## config.mk

```make
export PLATFORM = sky130hd
export DESIGN_NAME = l1_tag_lookup
export DESIGN_NICKNAME = d
export VERILOG_FILES = /design/src/rtl/l1_tag_lookup.sv
export SDC_FILE = /design/constraint.sdc
export NUM_CORES = 2
export LEC_CHECK = 0
export CAP_MARGIN = 20
export CORE_AREA = 10 10 423 425
export DETAILED_ROUTE_END_ITERATION = 12
export DIE_AREA = 0 0 433 435
export PLACE_DENSITY = 0.63
export SLEW_MARGIN = 40
export SYNTH_ARGS = -nofsm -noshare
export SYNTH_HDL_FRONTEND = slang
export SYNTH_SLANG_ARGS = --single-unit
```

## constraint.sdc

```tcl
create_clock -name clk -period 5.65 [get_ports clk]
set_input_delay 1.13 -clock clk [delete_from_list [all_inputs] [get_ports clk]]
set_output_delay 1.13 -clock clk [all_outputs]
set_load 0.01 [all_outputs]
```

## src/rtl/l1_tag_lookup.sv

```systemverilog
// Tag/valid/dirty store with hit/miss detection and victim allocation for a 4-way set-associative L1.
// Latency: response 2 cycles after accept, one request per 3 cycles; no response backpressure.
module l1_tag_lookup #(
    parameter int ADDR_W   = 32,
    parameter int OFFSET_W = 6,
    parameter int INDEX_W  = 4,
    localparam int TAG_W   = ADDR_W - INDEX_W - OFFSET_W
) (
    input  logic               clk,
    input  logic               rst_n,
    input  logic               req_valid,
    output logic               req_ready,
    input  logic [ADDR_W-1:0]  req_addr,
    input  logic               req_write,
    output logic               rsp_valid,
    output logic               rsp_hit,
    output logic [1:0]         rsp_way,
    output logic               rsp_evict_valid,
    output logic               rsp_evict_dirty,
    output logic [TAG_W-1:0]   rsp_evict_tag,
    output logic [INDEX_W-1:0] lru_set,
    input  logic [1:0]         lru_evict_way,
    output logic [1:0]         lru_access_way,
    output logic               lru_access_valid,
    output logic [31:0]        hit_cnt,
    output logic [31:0]        miss_cnt
);
    localparam int SETS = 1 << INDEX_W;

    typedef enum logic [1:0] {
        IDLE    = 2'd0,
        LOOKUP  = 2'd1,
        RESPOND = 2'd2
    } state_t;

    state_t           state;
    logic [TAG_W-1:0] tag_q   [SETS][4];
    logic [3:0]       valid_q [SETS];
    logic [3:0]       dirty_q [SETS];
    logic [TAG_W-1:0] req_tag;
    logic             req_wr;

    logic             hit;
    logic [1:0]       hit_way;
    logic             inv_found;
    logic [1:0]       inv_way;
    logic [1:0]       victim;
    logic [1:0]       sel_way;
    logic [31:0]      hit_nxt;
    logic [31:0]      miss_nxt;

    // Offset bits never take part in tag matching.
    logic unused_offset;
    assign unused_offset = ^req_addr[OFFSET_W-1:0];

    // Descending scans so the lowest-numbered way wins on both searches.
    always_comb begin
        hit       = 1'b0;
        hit_way   = 2'd0;
        inv_found = 1'b0;
        inv_way   = 2'd0;
        for (int w = 3; w >= 0; w--) begin
            if (valid_q[lru_set][w] && (tag_q[lru_set][w] == req_tag)) begin
                hit     = 1'b1;
                hit_way = 2'(w);
            end
            if (!valid_q[lru_set][w]) begin
                inv_found = 1'b1;
                inv_way   = 2'(w);
            end
        end
        victim  = inv_found ? inv_way : lru_evict_way;
        sel_way = hit ? hit_way : victim;
    end

    always_comb begin
        hit_nxt  = hit_cnt;
        miss_nxt = miss_cnt;
        if (state == LOOKUP) begin
            if (hit) begin
                if (hit_cnt != 32'hFFFF_FFFF) hit_nxt = hit_cnt + 32'd1;
            end else begin
                if (miss_cnt != 32'hFFFF_FFFF) miss_nxt = miss_cnt + 32'd1;
            end
        end
    end

    always_ff @(posedge clk or negedge rst_n) begin
        if (!rst_n) begin
            hit_cnt  <= 32'd0;
            miss_cnt <= 32'd0;
        end else begin
            hit_cnt  <= hit_nxt;
            miss_cnt <= miss_nxt;
        end
    end

    // Tag storage needs no reset: a way is only ever read when its valid bit is set.
    always_ff @(posedge clk) begin
        if (state == LOOKUP && !hit) begin
            tag_q[lru_set][victim] <= req_tag;
        end
    end

    always_ff @(posedge clk or negedge rst_n) begin
        if (!rst_n) begin
            state            <= IDLE;
            req_ready        <= 1'b0;
            req_tag          <= '0;
            req_wr           <= 1'b0;
            lru_set          <= '0;
            rsp_valid        <= 1'b0;
            rsp_hit          <= 1'b0;
            rsp_way          <= 2'd0;
            rsp_evict_valid  <= 1'b0;
            rsp_evict_dirty  <= 1'b0;
            rsp_evict_tag    <= '0;
            lru_access_valid <= 1'b0;
            lru_access_way   <= 2'd0;
            for (int s = 0; s < SETS; s++) begin
                valid_q[s] <= 4'd0;
                dirty_q[s] <= 4'd0;
            end
        end else begin
            rsp_valid        <= 1'b0;
            rsp_hit          <= 1'b0;
            rsp_way          <= 2'd0;
            rsp_evict_valid  <= 1'b0;
            rsp_evict_dirty  <= 1'b0;
            rsp_evict_tag    <= '0;
            lru_access_valid <= 1'b0;
            lru_access_way   <= 2'd0;
            case (state)
                IDLE: begin
                    req_ready <= 1'b1;
                    if (req_valid && req_ready) begin
                        req_tag   <= req_addr[ADDR_W-1:INDEX_W+OFFSET_W];
                        lru_set   <= req_addr[INDEX_W+OFFSET_W-1:OFFSET_W];
                        req_wr    <= req_write;
                        req_ready <= 1'b0;
                        state     <= LOOKUP;
                    end
                end
                LOOKUP: begin
                    rsp_valid        <= 1'b1;
                    rsp_hit          <= hit;
                    rsp_way          <= sel_way;
                    lru_access_valid <= 1'b1;
                    lru_access_way   <= sel_way;
                    if (hit) begin
                        if (req_wr) dirty_q[lru_set][hit_way] <= 1'b1;
                    end else begin
                        // Report the victim as it was before being overwritten.
                        rsp_evict_valid <= valid_q[lru_set][victim];
                        rsp_evict_dirty <= valid_q[lru_set][victim] & dirty_q[lru_set][victim];
                        rsp_evict_tag   <= valid_q[lru_set][victim] ? tag_q[lru_set][victim] : '0;
                        valid_q[lru_set][victim] <= 1'b1;
                        dirty_q[lru_set][victim] <= req_wr;
                    end
                    state <= RESPOND;
                end
                RESPOND: begin
                    req_ready <= 1'b1;
                    state     <= IDLE;
                end
                default: begin
                    req_ready <= 1'b0;
                    state     <= IDLE;
                end
            endcase
        end
    end
endmodule

```

==> reports/qor.txt <==
Num CTS Buffers: 171
Clock root cell: clkbuf_16
Initial antenna violation count: 4
Count of final max-slew check failures: 0
Clk slew on worst S/H paths: 0.06 ns
Post-placement cell area: 77300 sq um
Worst hold path class: primary input to async pin
Share of cells above drive strength 1: 0.2698
Async SR Flop Fraction: 0.1508
Sequential area share after synthesis: 0.6823
Initial DRC Count: 5024
Post-synth EDFFs: 1408
Synth Area in Compound Gates: 0.04927
Crit path depth: 15
Main combinational cell family by area after synthesis: multiplexers
Met2 GRT Util: 0.3483
Setup TNS: 0 ns
Most used flip-flop cell after synthesis: edfxtp_1
Overall die height: 435 microns
Synth unique cells: 102
Clock latency on the worst-skew pair: 0.83 ns
Crit Path Class: flip-flop to flip-flop
Row Count: 152
Synthesized Nets: 4072
CP Data Arrival Time: 5.92 ns
CP max stage delay: 0.84 ns
Yosys warns: 0
CTS tree: yes
Io pins: 138
Vias: 41672
Largest net degree at the start of global routing: 121
Crit-path slowest cell: a2111oi_0
Post-synthesis instance total: 4032
Fin util: 0.4867
# hold bufs at CTS: 0
Seq cells post-synth: 1658
Area contributors post-synth: edfxtp_1 59%, mux4_2 12%, dfrtp_1 8.8%, mux2i_1 3.3%, mux2_2 1.3%
Crit-path leading delay family: simple AND/OR/NAND/NOR gates
Worst vdd ir: 0.0003960 V
Most frequent cell after synthesis: edfxtp_1
Reg2reg path depth: 15
F_max: 184.6 MHz
First-pass GRT wire length: 308.3 mm
Worst setup path startpoint: lru_set[0]
M3 GR Usage: 0.03827
GRT met1 Usage: 0.3034
Most common cell on crit path: buf_4
Wire length per cell: 31.84 microns
Nets: 4474
Min Tclk post-route: 5.418 ns
Most frequent cells after synthesis: 1408 x edfxtp_1, 366 x mux4_2, 250 x dfrtp_1
Post-DP HPWL: 144.3 mm
Status: finished clean
Final ANT Viol Nets: 0
Fraction of synthesized area in multiplexers: 0.1712
Slew @ Worst Pin: 0.9701 ns
Avg Vias per Cell: 6.117
Vias in the first global route: 41056
CP startpoint kind: flip-flop
Final period utilization: 0.9590
Post-CTS resize count: 0
XOR/XNOR Fraction of Synth Area: 0.01995
Mean Syn Cell Area: 17.64 sq um
Worst endpoint required time: 6.15 ns
CP cell instances: buf_12 -> buf_4 -> nand2_1 -> buf_4 -> o22ai_1 -> nor3_1 -> a2111oi_0 -> a31oi_1 -> nor3_1 -> and4b_1 -> nor4_4 -> buf_4 -> nand3_1 -> inv_1 -> buf_4
Placer Congestion: 0.9788
Cell taking the most area after synthesis: edfxtp_1
Final Skew: 0.04300 ns
CTS sink count: 1658
Crit path capture type: flip-flop
Simple-gate area share of the yosys netlist: 0.05205
Crit path buf inv count: 6
IO Port Bufs: 131
RSZ-0062 raised after global routing: no
Max transition margin: 0.3525
Leakage power: 28.83 nW
Initial Utilization: 0.4170
Worst setup endpoint: tag_q[5][26]
Max Cap Viol: 0
Drt pass-1 iters: 6
Reg2reg setup slack: 0.23 ns
Busiest layer in global routing: met2
Gr ovfl total: 0
Synthesis-to-finish area growth: 16.73%
Finished Cell Area: 83030 sq um
WL final: 216.9 mm
GRT Total Usage: 0.2259
DIE WIDTH: 433 microns
Power density cells: 557.4 nW/um^2
Drc violations: 0
Die ar.: 188400 sq um
Post-synthesis cell area: 71130 sq um
Post-CTS Setup Bufs: 0
Final Hold Vio Count: 0
Adder-cell share of the synthesized area: 0.0003518
R2r endpoint: tag_q[5][26]
Crit Reg-Reg Startpoint: lru_set[0]
CTS max path bufs: 3
Final setup fails: 0
Share of the synthesized area in the top cell type: 0.5944
Worst Path Max Fanout: 24
H-tree level count: 4
Core area: 170600 sq um
routing by layer:
metal  vias to the layer above  wire length [microns]
met4                         2                  14190
met1                     21876                  85300
met5                         -                      9
li1                      17072                      -
met2                      2196                  99530
met3                       526                  17890
worst reg2reg max path, stage by stage, from the launching register on:
cell and delay, ns:
dfrtp_4 0.76, buf_12 0.29, buf_4 0.16, nand2_1 0.40, buf_4 0.38, o22ai_1 0.33, nor3_1 0.09, a2111oi_0 0.84
a31oi_1 0.17, nor3_1 0.35, and4b_1 0.41, nor4_4 0.10, buf_4 0.24, nand3_1 0.23, inv_1 0.07, buf_4 0.27
power by group:
group	total (mW)	switching [mW]	internal (mW)
combinational	18.5	11.6	6.87
sequential	16.3	1.01	15.3
clock	11.4	4.88	6.55
total	46.3	17.5	28.8
registers in the layout, indices dropped and copies added, names as in the netlist, 4 cells and up:
register	count
hit_cnt	32
miss_cnt	32
req_tag	22
lru_set	4
dirty_q	64
valid_q	64
tag_q	1408
rsp_evict_tag	22
cell families (layout without fill, tap and decap cells):
| family | Yosys count | in the layout |
|---|---|---|
| adder cells (fa/ha/maj) | 2 | 2 |
| AND/OR/NAND/NOR | 706 | 706 |
| flip-flops | 1658 | 1658 |
| XOR/XNOR | 162 | 162 |
| AO/OA/AOI/OAI | 483 | 483 |
| multiplexers | 709 | 709 |
| buffers and inverters | 312 | 858 |
| other | 0 | 2 |
final cells by class:
cell class | count | area [sq um]
sequential | 1658 | 48590
clock inverter | 105 | 1132
tap | 2233 | 2794
clock buffer | 212 | 4586
timing repair buffer | 493 | 4571
fill | 14057 | 87560
inverter | 48 | 188.9
multi-input combinational | 2062 | 21170
antenna | 2 | 5.005
placed cells by master, fill, tap and decap left out, drive strengths merged, types with 60 or more instances in the layout:
cell type,instances
buf,363
clkbuf,212
clkdlybuf4s50,130
clkinv,83
dfrtp,250
edfxtp,1408
mux2,80
mux2i,238
mux4,391
nand2,158
nor2,186
nor3,76
xnor2,102
xor2,60
how the worst min path moves through the flow:
| stage | endpoint | depth (start not counted) |
|---|---|---|
| after floorplan | valid_q[22] | 1 |
| after global placement | valid_q[62] | 1 |
| after detailed placement | valid_q[38] | 1 |
| after CTS | miss_cnt[7] | 1 |
| after global routing | miss_cnt[7] | 1 |
| final | miss_cnt[7] | 1 |
per-stage QoR:
stage	setup WS, ns	total power [mW]	hold WS, ns	instances
3_3_place_gp	0.2698	34.50	0.4361	6494
5_1_grt	0.1340	47.54	0.3271	6811
6_report	0.2319	46.29	0.3174	6813
4_1_cts	0.3456	46.13	0.2881	6811
3_5_place_dp	0.3888	34.71	0.4452	6494
2_1_floorplan	0.5173	26.96	0.4226	4032
Note: power is estimated with default switching activity, not from simulation.
